==> src/rtl/mem_stage.sv <==
// Memory-access pipeline stage: data-memory req/ack handshake with bounded wait,
// upstream stall generation, branch resolution and the MEM/WB pipeline register.
module mem_stage #(
    parameter int unsigned MAX_WAIT = 15
) (
    input  logic        clk,
    input  logic        rst,
    input  logic [31:0] NPC_IN,
    input  logic [31:0] ALU_C_IN,
    input  logic [31:0] RT_DATA_IN,
    input  logic        ZERO_IN,
    input  logic [1:0]  Branch_IN,
    input  logic [4:0]  reg_rd_in,
    input  logic        MEMR_IN,
    input  logic        MEMW_IN,
    input  logic        REGW_IN,
    input  logic        MEM2R_IN,
    output logic        DM_REQ,
    output logic        DM_WE,
    output logic [31:0] DM_ADDR,
    output logic [31:0] DM_WDATA,
    input  logic        DM_ACK,
    input  logic [31:0] DM_RDATA,
    output logic        MEM_STALL,
    output logic        PCSRC,
    output logic [31:0] BR_TARGET,
    output logic [31:0] MEMWB_RDATA,
    output logic [31:0] MEMWB_ALU_C,
    output logic [4:0]  MEMWB_RD,
    output logic        MEMWB_REGW,
    output logic        MEMWB_MEM2R,
    output logic        DM_TIMEOUT
);

    localparam int unsigned CW = (MAX_WAIT < 1) ? 1 : $clog2(MAX_WAIT + 1);

    typedef enum logic {IDLE, WAIT} state_t;

    state_t        state;
    logic [CW-1:0] cnt;
    logic          access;
    logic          is_load;
    logic          abort;
    logic          taken;

    always_comb begin
        access    = MEMR_IN | MEMW_IN;
        is_load   = MEMR_IN & ~MEMW_IN;
        // Ack wins over a timeout that would fire in the same cycle.
        abort     = (state == WAIT) & access & ~DM_ACK & (cnt == CW'(MAX_WAIT));
        // Reset drops the request immediately, before the state has settled.
        DM_REQ    = access & ~abort & ~rst;
        DM_WE     = MEMW_IN & DM_REQ;
        DM_ADDR   = ALU_C_IN;
        DM_WDATA  = RT_DATA_IN;
        MEM_STALL = access & ~DM_ACK & ~abort & ~rst;
        taken     = ((Branch_IN == 2'b01) & ZERO_IN) | ((Branch_IN == 2'b10) & ~ZERO_IN);
        PCSRC     = taken & ~MEM_STALL;
        BR_TARGET = NPC_IN;
    end

    always_ff @(posedge clk or posedge rst) begin
        if (rst) begin
            state       <= IDLE;
            cnt         <= '0;
            MEMWB_RDATA <= '0;
            MEMWB_ALU_C <= '0;
            MEMWB_RD    <= '0;
            MEMWB_REGW  <= 1'b0;
            MEMWB_MEM2R <= 1'b0;
            DM_TIMEOUT  <= 1'b0;
        end else begin
            case (state)
                IDLE: begin
                    if (access & ~DM_ACK) begin
                        state <= WAIT;
                        cnt   <= CW'(1);
                    end
                end
                WAIT: begin
                    if (~access | DM_ACK | abort) begin
                        state <= IDLE;
                        cnt   <= '0;
                    end else begin
                        cnt <= cnt + CW'(1);
                    end
                end
                default: begin
                    state <= IDLE;
                    cnt   <= '0;
                end
            endcase

            if (abort) begin
                DM_TIMEOUT <= 1'b1;
            end

            // Stalled and aborted cycles both insert a bubble into write-back.
            if (MEM_STALL | abort) begin
                MEMWB_RDATA <= '0;
                MEMWB_ALU_C <= '0;
                MEMWB_RD    <= '0;
                MEMWB_REGW  <= 1'b0;
                MEMWB_MEM2R <= 1'b0;
            end else begin
                MEMWB_RDATA <= (is_load & DM_ACK) ? DM_RDATA : '0;
                MEMWB_ALU_C <= ALU_C_IN;
                MEMWB_RD    <= reg_rd_in;
                MEMWB_REGW  <= REGW_IN;
                MEMWB_MEM2R <= MEM2R_IN;
            end
        end
    end

endmodule

==> config.mk <==
export PLATFORM = sky130hd
export DESIGN_NAME = mem_stage
export DESIGN_NICKNAME = d
export VERILOG_FILES = /design/src/rtl/mem_stage.sv
export SDC_FILE = /design/constraint.sdc
export NUM_CORES = 1
export LEC_CHECK = 0
export CORE_AREA = 10 10 115 117
export CTS_CLUSTER_DIAMETER = 40
export CTS_CLUSTER_SIZE = 16
export DETAILED_ROUTE_END_ITERATION = 10
export DIE_AREA = 0 0 125 127
export HOLD_SLACK_MARGIN = 0.08
export PLACE_DENSITY = 0.8
export SLEW_MARGIN = 20
export SYNTH_ARGS = -nofsm -noshare
export SYNTH_HDL_FRONTEND = slang
export SYNTH_SLANG_ARGS = --single-unit
==> constraint.sdc <==
create_clock -name clk -period 8.5 [get_ports clk]
set_input_delay 1.7 -clock clk [delete_from_list [all_inputs] [get_ports clk]]
set_output_delay 1.7 -clock clk [all_outputs]
set_load 0.01 [all_outputs]
# Word level (Yosys, flattened, before mapping)
# Index checks and enable logic that the tools add are counted.
# totals
register_bits,77
in_bits,143
out_inout_bits,172
word_cells,52
# classes
add_sub_neg,1
n_eq_ne,4
mux,12
bitwise_logic,27
# ops
op,n
$mux W32,3
$and A1 B1 Y1,14
$mux W4,2
$not A1 Y1,8
$pmux W4 S2,1
$mux W5,1
$or A1 B1 Y1,5
$add A4 B1 Y4 const B,1
$eq A4 B4 Y1 const B,1
$mux W1,4
$eq A2 B1 Y1 const B,1
$eq A2 B2 Y1 const B,1
$ne A2 B2 Y1 const B,1
$pmux W1 S2,1

# Logic depth before layout (Yosys ltp)
# Gate-level depths: netlist of the first run.
# depth
depth_word,9
mapped_depth,6
ltp_nobuf,4

# Worst setup path after synthesis of the first run
# Ideal clock, no wire load.
# synth_timing
kind,input to output
start,input port rst
end,output port DM_REQ
t_arrival_ns,3.809
required_ns,6.800
slack_ns,2.991
cell_stages,2
path_buffers,0
cell_sequence,inv_1 o221a_2
# synth_between
elab_chain_len,2
# synth_lines
element,line_no,text
"start, declared",7,"input logic rst,"
$not A1 Y1,52,DM_REQ = access & ~abort & ~rst;
$and A1 B1 Y1,52,
"end, declared",18,"output logic DM_REQ,"
# Every way passes these cells.

# Final worst setup path of the first run
# layout_timing
start,input port MEMR_IN
end,output port DM_WE
# layout_between
elab_chain_len,8
# layout_lines
element,line_no,text
"start, declared",14,"input logic MEMR_IN,"
$or A1 B1 Y1 (*),47,access = MEMR_IN | MEMW_IN;
$and A1 B1 Y1 (3 in series),50,abort = (state == WAIT) & access & ~DM_ACK & (cnt == CW'(MAX_WAIT));
$not A1 Y1,52,
$and A1 B1 Y1 (*) (2 in series),52,
$and A1 B1 Y1 (*),53,DM_WE = MEMW_IN & DM_REQ;
"end, declared",19,"output logic DM_WE,"
# Mark *: on every way between the ends. The rest lies on a longest branch, timed or not.

==> results_dict.tcl, run 1 <==
set metrics [dict create \
    rsz0062_at_grt "no" \
    reg2regPathDepth 4 \
    firstDrtPassIters 4 \
    async_flop_share 1.00 \
    synth_most_common_cell "buf_4" \
    gp_congestion 0.822 \
    drt.antenna.violating_nets 0 \
    antenna_found_initial 0 \
    r2r_start "cnt[0]" \
    final_hold_viol_count 0 \
    dpl.hpwl_um 9560 \
    finalMaxSlewViolations 0 \
    synth_enable_flop_cells 0 \
    yosysUniqueCellTypes 30 \
    drc 0 \
    die_height_um 127 \
    yosys.area.top_type "dfrtp_1" \
    worstSetupPathType "in2out" \
    grt_pass1_vias 2499 \
    ys_seq_elements 77 \
    syn_inst 288 \
    cts_setup_buffers 0 \
    grt_start_max_net_pins 78 \
    ys.flop_type "dfrtp_1" \
    rrSetupSlack_ns 6.36 \
    relSlewSlack 0.322 \
    htree_num_levels 3 \
    run_status "completed" \
    cts.repair.resized 0 \
    crit_path_start_kind "primary input" \
    synth.area.top_cells "dfrtp_1 57%, buf_4 22%, nor2b_1 7.4%" \
    n_antenna_cell 0 \
    critPathArrivalTime_ns 3.49 \
    avgRoutedWirePerCell_um 21.5 \
    die_w_um 125 \
    setup_violations 0 \
    routed_via_density 4.23 \
    core_um2 11100 \
    drt_iter0_drc 151 \
    nNetsFinal 528 \
    cp-end-kind "output pin" \
    drt-total-wl_um 11400 \
    grt-ovfl-total 0 \
    floorplan.initialDensity 0.302 \
    period_share 0.610 \
    drv_cap 0 \
    timing.rr.end "MEMWB_ALU_C[31]" \
    grt_pass1_wl_um 16800 \
    io_pins 315 \
    clk_path_buf_depth 2 \
    netlist_top_cells_count "97 x buf_4, 77 x dfrtp_1, 40 x nor2b_1" \
    synth_top_area_share 0.573 \
    synth_warnings 0 \
    syn_area_per_cell_um2 11.7 \
    grt_usage 0.138 \
    cts.sinks 77 \
    fin_skew_ns 0.00948 \
    tightestPinTransition_ns 1.01 \
    ctsHoldBuffers 0 \
    io_buffers 186 \
    cts_root_buffer "clkbuf_16" \
    clk_latency_ns 0.32 \
    drive_gt1_frac 0.0617 \
    critPathLaunch "MEMR_IN" \
    fin_tns_setup_ns 0 \
    clk_pin_slew_worst_paths_ns 0.06 \
    rows 39 \
    hold_path_class "reg2reg" \
    die_area_um2 15900 \
    ir_drop_mv 0.0949 \
    area_growth_pct 48.4 \
    cp_max_fo 7 \
    cts_tree "done" \
    p_total_uw 943 \
    leakage_uw 0.00214 \
    fmax_mhz 193 \
    syn_area_um2 3360 \
    endpoint "DM_WE" \
    cts_buffers 9 \
    ys_seq_area_frac 0.573 \
    routed-via-count 2250 \
    required_ns 6.80 \
    pwr_density_cell_nw_per_um2 189 \
    synth_nets 432 \
    min_period_ns 5.19 \
]
==> registers in the layout, indices dropped and copies added (netlist names) <==
name,cells
DM_TIMEOUT,1
MEMWB_ALU_C,32
MEMWB_MEM2R,1
MEMWB_RD,5
MEMWB_RDATA,32
MEMWB_REGW,1
cnt,4
state,1
==> kinds of logic after synthesis <==
logic type      Yosys count  synth area share
flops                    77             0.573
buf+inv                 105             0.229
simple gates             94             0.169
fa+ha+maj                 1           0.00372
compound gates           10            0.0231
xor+xnor                  1           0.00261
==> report_power, final <==
group          total, uW  switching, uW  internal (uW)
clock network        410            150            260
registers            393           7.82            385
logic                140           54.5           86.0
==> layer usage <==
layer	GRT usage	vias up	share of wire
li1	-	996	-
met1	0.116	1037	0.29
met2	0.250	193	0.54
met3	0.0939	24	0.15
met4	0.0535	0	0.021
met5	0	-	0
==> final cells by class <==
type / count / area, um^2
Clock buffer: 10 / 229
Tap cell: 143 / 179
Fill cell: 1030 / 6140
Sequential cell: 77 / 1930
Multi-Input combinational cell: 106 / 674
Inverter: 2 / 8.76
Clock inverter: 6 / 95.1
Timing Repair Buffer: 188 / 1880
==> stage by stage <==
step / instance area, um^2 / std cells / hold WS (ns) / utilization / setup slack, ns
final: 4990 / 532 / 0.533 / 0.448 / 3.31
after global placement: 4670 / 516 / 0.476 / 0.419 / 3.34
after CTS: 4990 / 532 / 0.529 / 0.448 / 3.28
after floorplan: 3360 / 288 / 0.512 / - / 2.99
after global routing: 4990 / 532 / 0.576 / 0.448 / 3.16
after detailed placement: 4670 / 516 / 0.509 / 0.419 / 3.29
==> how the worst min path moves through the flow <==
stage                    start          to  slack [ns]  cells after the start
floorplan           DM_TIMEOUT  DM_TIMEOUT        0.51                      1
global placement    DM_TIMEOUT  DM_TIMEOUT        0.48                      1
detailed placement  DM_TIMEOUT  DM_TIMEOUT        0.51                      1
CTS                 DM_TIMEOUT  DM_TIMEOUT        0.53                      1
global route        DM_TIMEOUT  DM_TIMEOUT        0.58                      1
finish              DM_TIMEOUT  DM_TIMEOUT        0.53                      1
==> layout by cell type (no fill, tap or decap), drive strengths merged, types with 2 or more instances in the layout <==
master and instances:
a21oi 3, nand3 2, inv 3, buf 2, clkinvlp 2, clkbuf 10
and2 32, clkdlybuf4s50 186, bufinv 2, o22ai 2, dfrtp 77, nand2 7
nor2 4, nor2b 40
==> critical path, stage by stage <==
cell and delay (ns):
clkdlybuf4s50_1 0.48, o21bai_2 0.36, nor2_1 0.12, nor3b_1 0.23, clkdlybuf4s50_1 0.60
(Power assumes the default switching activity.)
==> inputs of run 2 (changes only) <==
- CORE_AREA: 10 10 115 117 -> 10 10 116 118
- DIE_AREA: 0 0 125 127 -> 0 0 126 128
- PLACE_DENSITY: 0.8 -> 0.79
- clock period: 8.5 -> 5.2 ns (I/O delays scaled with it)
==> run 2 against run 1 <==
Net effect: non-clock buffer count is 1 higher; worst hold slack got worse by 0.032 ns; clock skew is 0.0033 ns lower; register-to-register slack got worse by 3.3 ns; sequential power grew 63%; combinational power up 65%; utilization is 0.13 points lower; setup slack got worse by 1.9 ns; clock power rose by 65%; sequential share of layout area decreased by 0.22 points; clock-buffer cell count increased by 1; die area is 1.6% higher; critical path type unchanged; largest cell class unchanged; highest routed layer unchanged.
==> results_dict.tcl, run 2 (same netlist as run 1, synthesis figures left out) <==
set metrics [dict create \
    fin_tns_setup_ns 0 \
    grt_pass1_vias 2427 \
    rows 39 \
    crit_path_start_kind "primary input" \
    grt_util_met3 0.0666 \
    grt_usage 0.127 \
    n_antenna_cell 0 \
    grt_start_max_net_pins 78 \
    antenna_found_initial 0 \
    clk_latency_ns 0.32 \
    seq_area_um2 1930 \
    drc 0 \
    drt.antenna.violating_nets 0 \
    cts.repair.resized 0 \
    die_area_um2 16100 \
    fmax_mhz 266 \
    grt-ovfl-total 0 \
    use_met1 0.116 \
    drt_iter0_drc 133 \
    fillers 1039 \
    min_period_ns 3.76 \
    top_usage_layer "met2" \
    critPathArrivalTime_ns 2.72 \
    required_ns 4.16 \
    period_share 0.723 \
    cts.sinks 77 \
    avgRoutedWirePerCell_um 20.3 \
    cts_root_buffer "clkbuf_16" \
    hold_path_class "reg2reg" \
    clk_pin_slew_worst_paths_ns 0.06 \
    multiInputGateArea_um2 674 \
    run_status "completed" \
    fin_skew_ns 0.00616 \
    io_pins 315 \
    cts_setup_buffers 0 \
    reg2regPathDepth 4 \
    drt-total-wl_um 10800 \
    clk_path_buf_depth 2 \
    setup_violations 0 \
    drive_gt1_frac 0.0641 \
    die_w_um 126 \
    ctsHoldBuffers 0 \
    routed_via_density 4.12 \
    relSlewSlack 0.287 \
    die_height_um 128 \
    cts_tree "done" \
    io_buffers 186 \
    ir_drop_mv 0.146 \
    htree_num_levels 3 \
    tightestPinTransition_ns 1.07 \
    nNetsFinal 529 \
    top_regs "MEMWB_ALU_C (32), MEMWB_RDATA (32), MEMWB_RD (5)" \
    grt_pass1_wl_um 15700 \
    holdPathStages 1 \
    cp-end-kind "output pin" \
    hold_ws_ns 0.501 \
    pwr_density_cell_nw_per_um2 308 \
    layout_common_cells "186 x clkdlybuf4s50_1, 77 x dfrtp_1, 40 x nor2b_1, 32 x and2_1, 9 x clkbuf_16" \
    leakage_uw 0.00216 \
    routed-via-count 2196 \
    gp_congestion 0.781 \
    cp_max_fo 7 \
    area_growth_pct 49.3 \
    core_um2 11200 \
    firstDrtPassIters 4 \
    final_common_cell "clkdlybuf4s50_1" \
    finalMaxSlewViolations 0 \
    floorplan.initialDensity 0.300 \
    rsz0062_at_grt "no" \
    worstSetupPathType "in2out" \
    cts_buffers 9 \
    met2_usage 0.230 \
    final_hold_viol_count 0 \
    fin_ws_ns 1.44 \
    pre_cts_ws_ns 1.40 \
    drv_cap 0 \
    dpl.hpwl_um 8980 \
]
[run 2: layer usage]
layer,part of all wire,vias to the layer above
li1,-,993
met5,0,-
met1,0.31,1025
met4,0.026,0
met2,0.55,143
met3,0.12,35
[run 2: cell type report]
type / instances / share of cell area
sequential: 77 / 0.384
timing repair buffer: 189 / 0.379
multi-input combinational: 106 / 0.134
clock buffer: 11 / 0.0484
tap: 143 / 0.0357
clock inverter: 5 / 0.0165
inverter: 2 / 0.00175
[run 2: final timing paths]
path,slack (ns),from,to
worst min-delay path,0.50,DM_TIMEOUT,DM_TIMEOUT
max in group asynchronous,3.40,rst,MEMWB_ALU_C[22]
worst max register to register,3.03,cnt[0],MEMWB_ALU_C[0]
worst min register to register,0.50,DM_TIMEOUT,DM_TIMEOUT
worst max-delay path,1.44,MEMW_IN,DM_WE
min in group asynchronous,1.23,rst,cnt[0]
[run 2: worst max-delay path, cell delays in order]
cell             delay, ns
clkdlybuf4s50_1       0.49
o21bai_2              0.34
nor2_1                0.10
nor3b_1               0.18
clkdlybuf4s50_1       0.57
[run 2: stage by stage]
step | area [um^2] | power, uW | utilization | std cells
finish | 5020 | 1550 | 0.447 | 533
global route | 5020 | 1610 | 0.447 | 533
CTS | 4990 | 1570 | 0.445 | 532
detailed placement | 4670 | 887 | 0.416 | 516
global placement | 4670 | 880 | 0.416 | 516
floorplan | 3360 | 787 | - | 288
[run 2: power breakdown]
| group | switching [uW] | internal, uW |
|---|---|---|
| registers | 12.1 | 629 |
| logic | 88.0 | 143 |
| clock network | 240 | 435 |
| total | 340 | 1210 |
==> inputs of run 3 (changes only) <==
- CORE_AREA: 10 10 116 118 -> 10 10 121 123
- DIE_AREA: 0 0 126 128 -> 0 0 131 133
- PLACE_DENSITY: 0.79 -> 0.76
- clock period: 5.2 -> 3.3 ns (I/O delays scaled with it)
==> run 3 against run 2 <==
Net effect: sequential share of layout area decreased by 0.14 points; wire length decreased by 0.42%; register-to-register slack got worse by 1.5 ns; non-clock buffer count unchanged; critical path depth unchanged.
==> results_dict.tcl, run 3 (same netlist as run 1, synthesis figures left out) <==
set metrics [dict create \
    run_status "completed" \
    cts_root_buffer "clkbuf_16" \
    holdPathStages 1 \
    routed_via_density 4.00 \
    pwr_density_cell_nw_per_um2 484 \
    routed-via-count 2248 \
    clk_latency_ns 0.33 \
    grt_util_met3 0.0471 \
    timing.rr.end "MEMWB_ALU_C[22]" \
    drt_iter0_drc 113 \
    placedCellCount 546 \
    drc 0 \
    grt_start_max_net_pins 78 \
    tightestPinTransition_ns 0.964 \
    fmax_mhz 328 \
    seq_area_um2 1930 \
    p_clk_frac 0.438 \
    gp_congestion 0.742 \
    ctsHoldBuffers 0 \
    cts.repair.resized 0 \
    required_ns 2.64 \
    layout_common_cells "186 x clkdlybuf4s50_1, 77 x dfrtp_1, 40 x nor2b_1, 32 x and2_1, 9 x clkbuf_16" \
    multiInputGateArea_um2 674 \
    grt-ovfl-total 0 \
    comb_power_share 0.148 \
    p_switching_uw 539 \
    use_met1 0.0994 \
    reg2regPathDepth 5 \
    fin_tns_setup_ns 0 \
    fin_cells 562 \
    worstSetupPathType "in2out" \
    rrSetupSlack_ns 1.56 \
    drt-total-wl_um 10800 \
    cts_buffers 9 \
    io_buffers 186 \
    grt_usage 0.118 \
    io_pins 315 \
    ir_drop_mv 0.234 \
    dpl.hpwl_um 8780 \
    cp_max_fo 7 \
    area_growth_pct 49.8 \
    drt.antenna.violating_nets 0 \
    cp-end-kind "output pin" \
    die_w_um 131 \
    fin_skew_ns 0.00364 \
    hold_end "DM_TIMEOUT" \
    relSlewSlack 0.357 \
    top_usage_layer "met2" \
    n_antenna_cell 0 \
    cts.sinks 77 \
    r2r_start "cnt[0]" \
    holdCritStartpoint "DM_TIMEOUT" \
    clk_path_buf_depth 2 \
    final_hold_viol_count 0 \
    sequentialPowerShare 0.414 \
    sw_frac_of_total 0.221 \
    drv_cap 0 \
    fillers 1153 \
    die_height_um 133 \
    drive_gt1_frac 0.0641 \
    leakage_uw 0.00215 \
    firstDrtPassIters 4 \
    top_regs "MEMWB_ALU_C (32), MEMWB_RDATA (32), MEMWB_RD (5)" \
    finalMaxSlewViolations 0 \
    critPathArrivalTime_ns 2.39 \
    grt_pass1_wl_um 15400 \
    rows 41 \
    antenna_found_initial 0 \
    die_area_um2 17400 \
    clk_pin_slew_worst_paths_ns 0.06 \
    crit_path_start_kind "primary input" \
    nNetsFinal 529 \
    period_share 0.925 \
    power.internal_uw 1900 \
    hold_path_class "reg2reg" \
    cts_setup_buffers 0 \
    avgRoutedWirePerCell_um 19.2 \
    setup_violations 0 \
    core_um2 12400 \
    min_period_ns 3.05 \
    final_common_cell "clkdlybuf4s50_1" \
    cts_tree "done" \
    floorplan.initialDensity 0.272 \
    grt_pass1_vias 2483 \
    htree_num_levels 3 \
    rsz0062_at_grt "no" \
    met2_usage 0.222 \
]
## run 3: power groups by stage
| stage | combinational (uW) | clock [uW] | sequential, uW |
|---|---|---|---|
| after global routing | 386 | 1140 | 1020 |
| final | 360 | 1070 | 1010 |
| after detailed placement | 367 | 0 | 1030 |
| after CTS | 369 | 1100 | 1010 |
| after global placement | 359 | 0 | 1020 |
| after floorplan | 192 | 0 | 1050 |
## run 3: stage by stage
stage / worst slack, ns / hold WS, ns / util / area [um^2] / total power (uW)
6_report: 0.247 / 0.466 / 0.407 / 5040 / 2440
5_1_grt: 0.133 / 0.478 / 0.407 / 5040 / 2540
4_1_cts: 0.250 / 0.468 / 0.407 / 5040 / 2480
3_5_place_dp: 0.259 / 0.454 / 0.381 / 4710 / 1390
3_3_place_gp: 0.318 / 0.453 / 0.381 / 4710 / 1380
2_1_floorplan: 0.517 / 0.512 / - / 3370 / 1240
## run 3: cell type report
type                       count  area share
multi-input combinational    106       0.134
inverter                       2     0.00224
timing repair buffer         189       0.374
sequential                    77       0.383
clock inverter                 5      0.0164
clock buffer                  11      0.0482
tap                          172      0.0427
## run 3: per-layer routing
layer | vias to the layer above | share of wire
met5 | - | 0
met4 | 0 | 0.045
met3 | 64 | 0.11
met2 | 130 | 0.55
met1 | 1061 | 0.30
li1 | 993 | -
## run 3: how the worst max path moves through the flow
stage            start     end  depth (start not counted)
6_report       MEMR_IN   DM_WE                          5
5_1_grt        MEMR_IN   DM_WE                          5
4_1_cts        MEMR_IN   DM_WE                          5
3_5_place_dp   MEMR_IN   DM_WE                          5
3_3_place_gp   MEMR_IN   DM_WE                          5
2_1_floorplan      rst  DM_REQ                          2
## run 3: worst max-delay path: stages
cell and delay, ns:
clkdlybuf4s50_1 0.49, o21bai_2 0.39, nor2_1 0.09, nor3b_1 0.19
clkdlybuf4s50_1 0.57
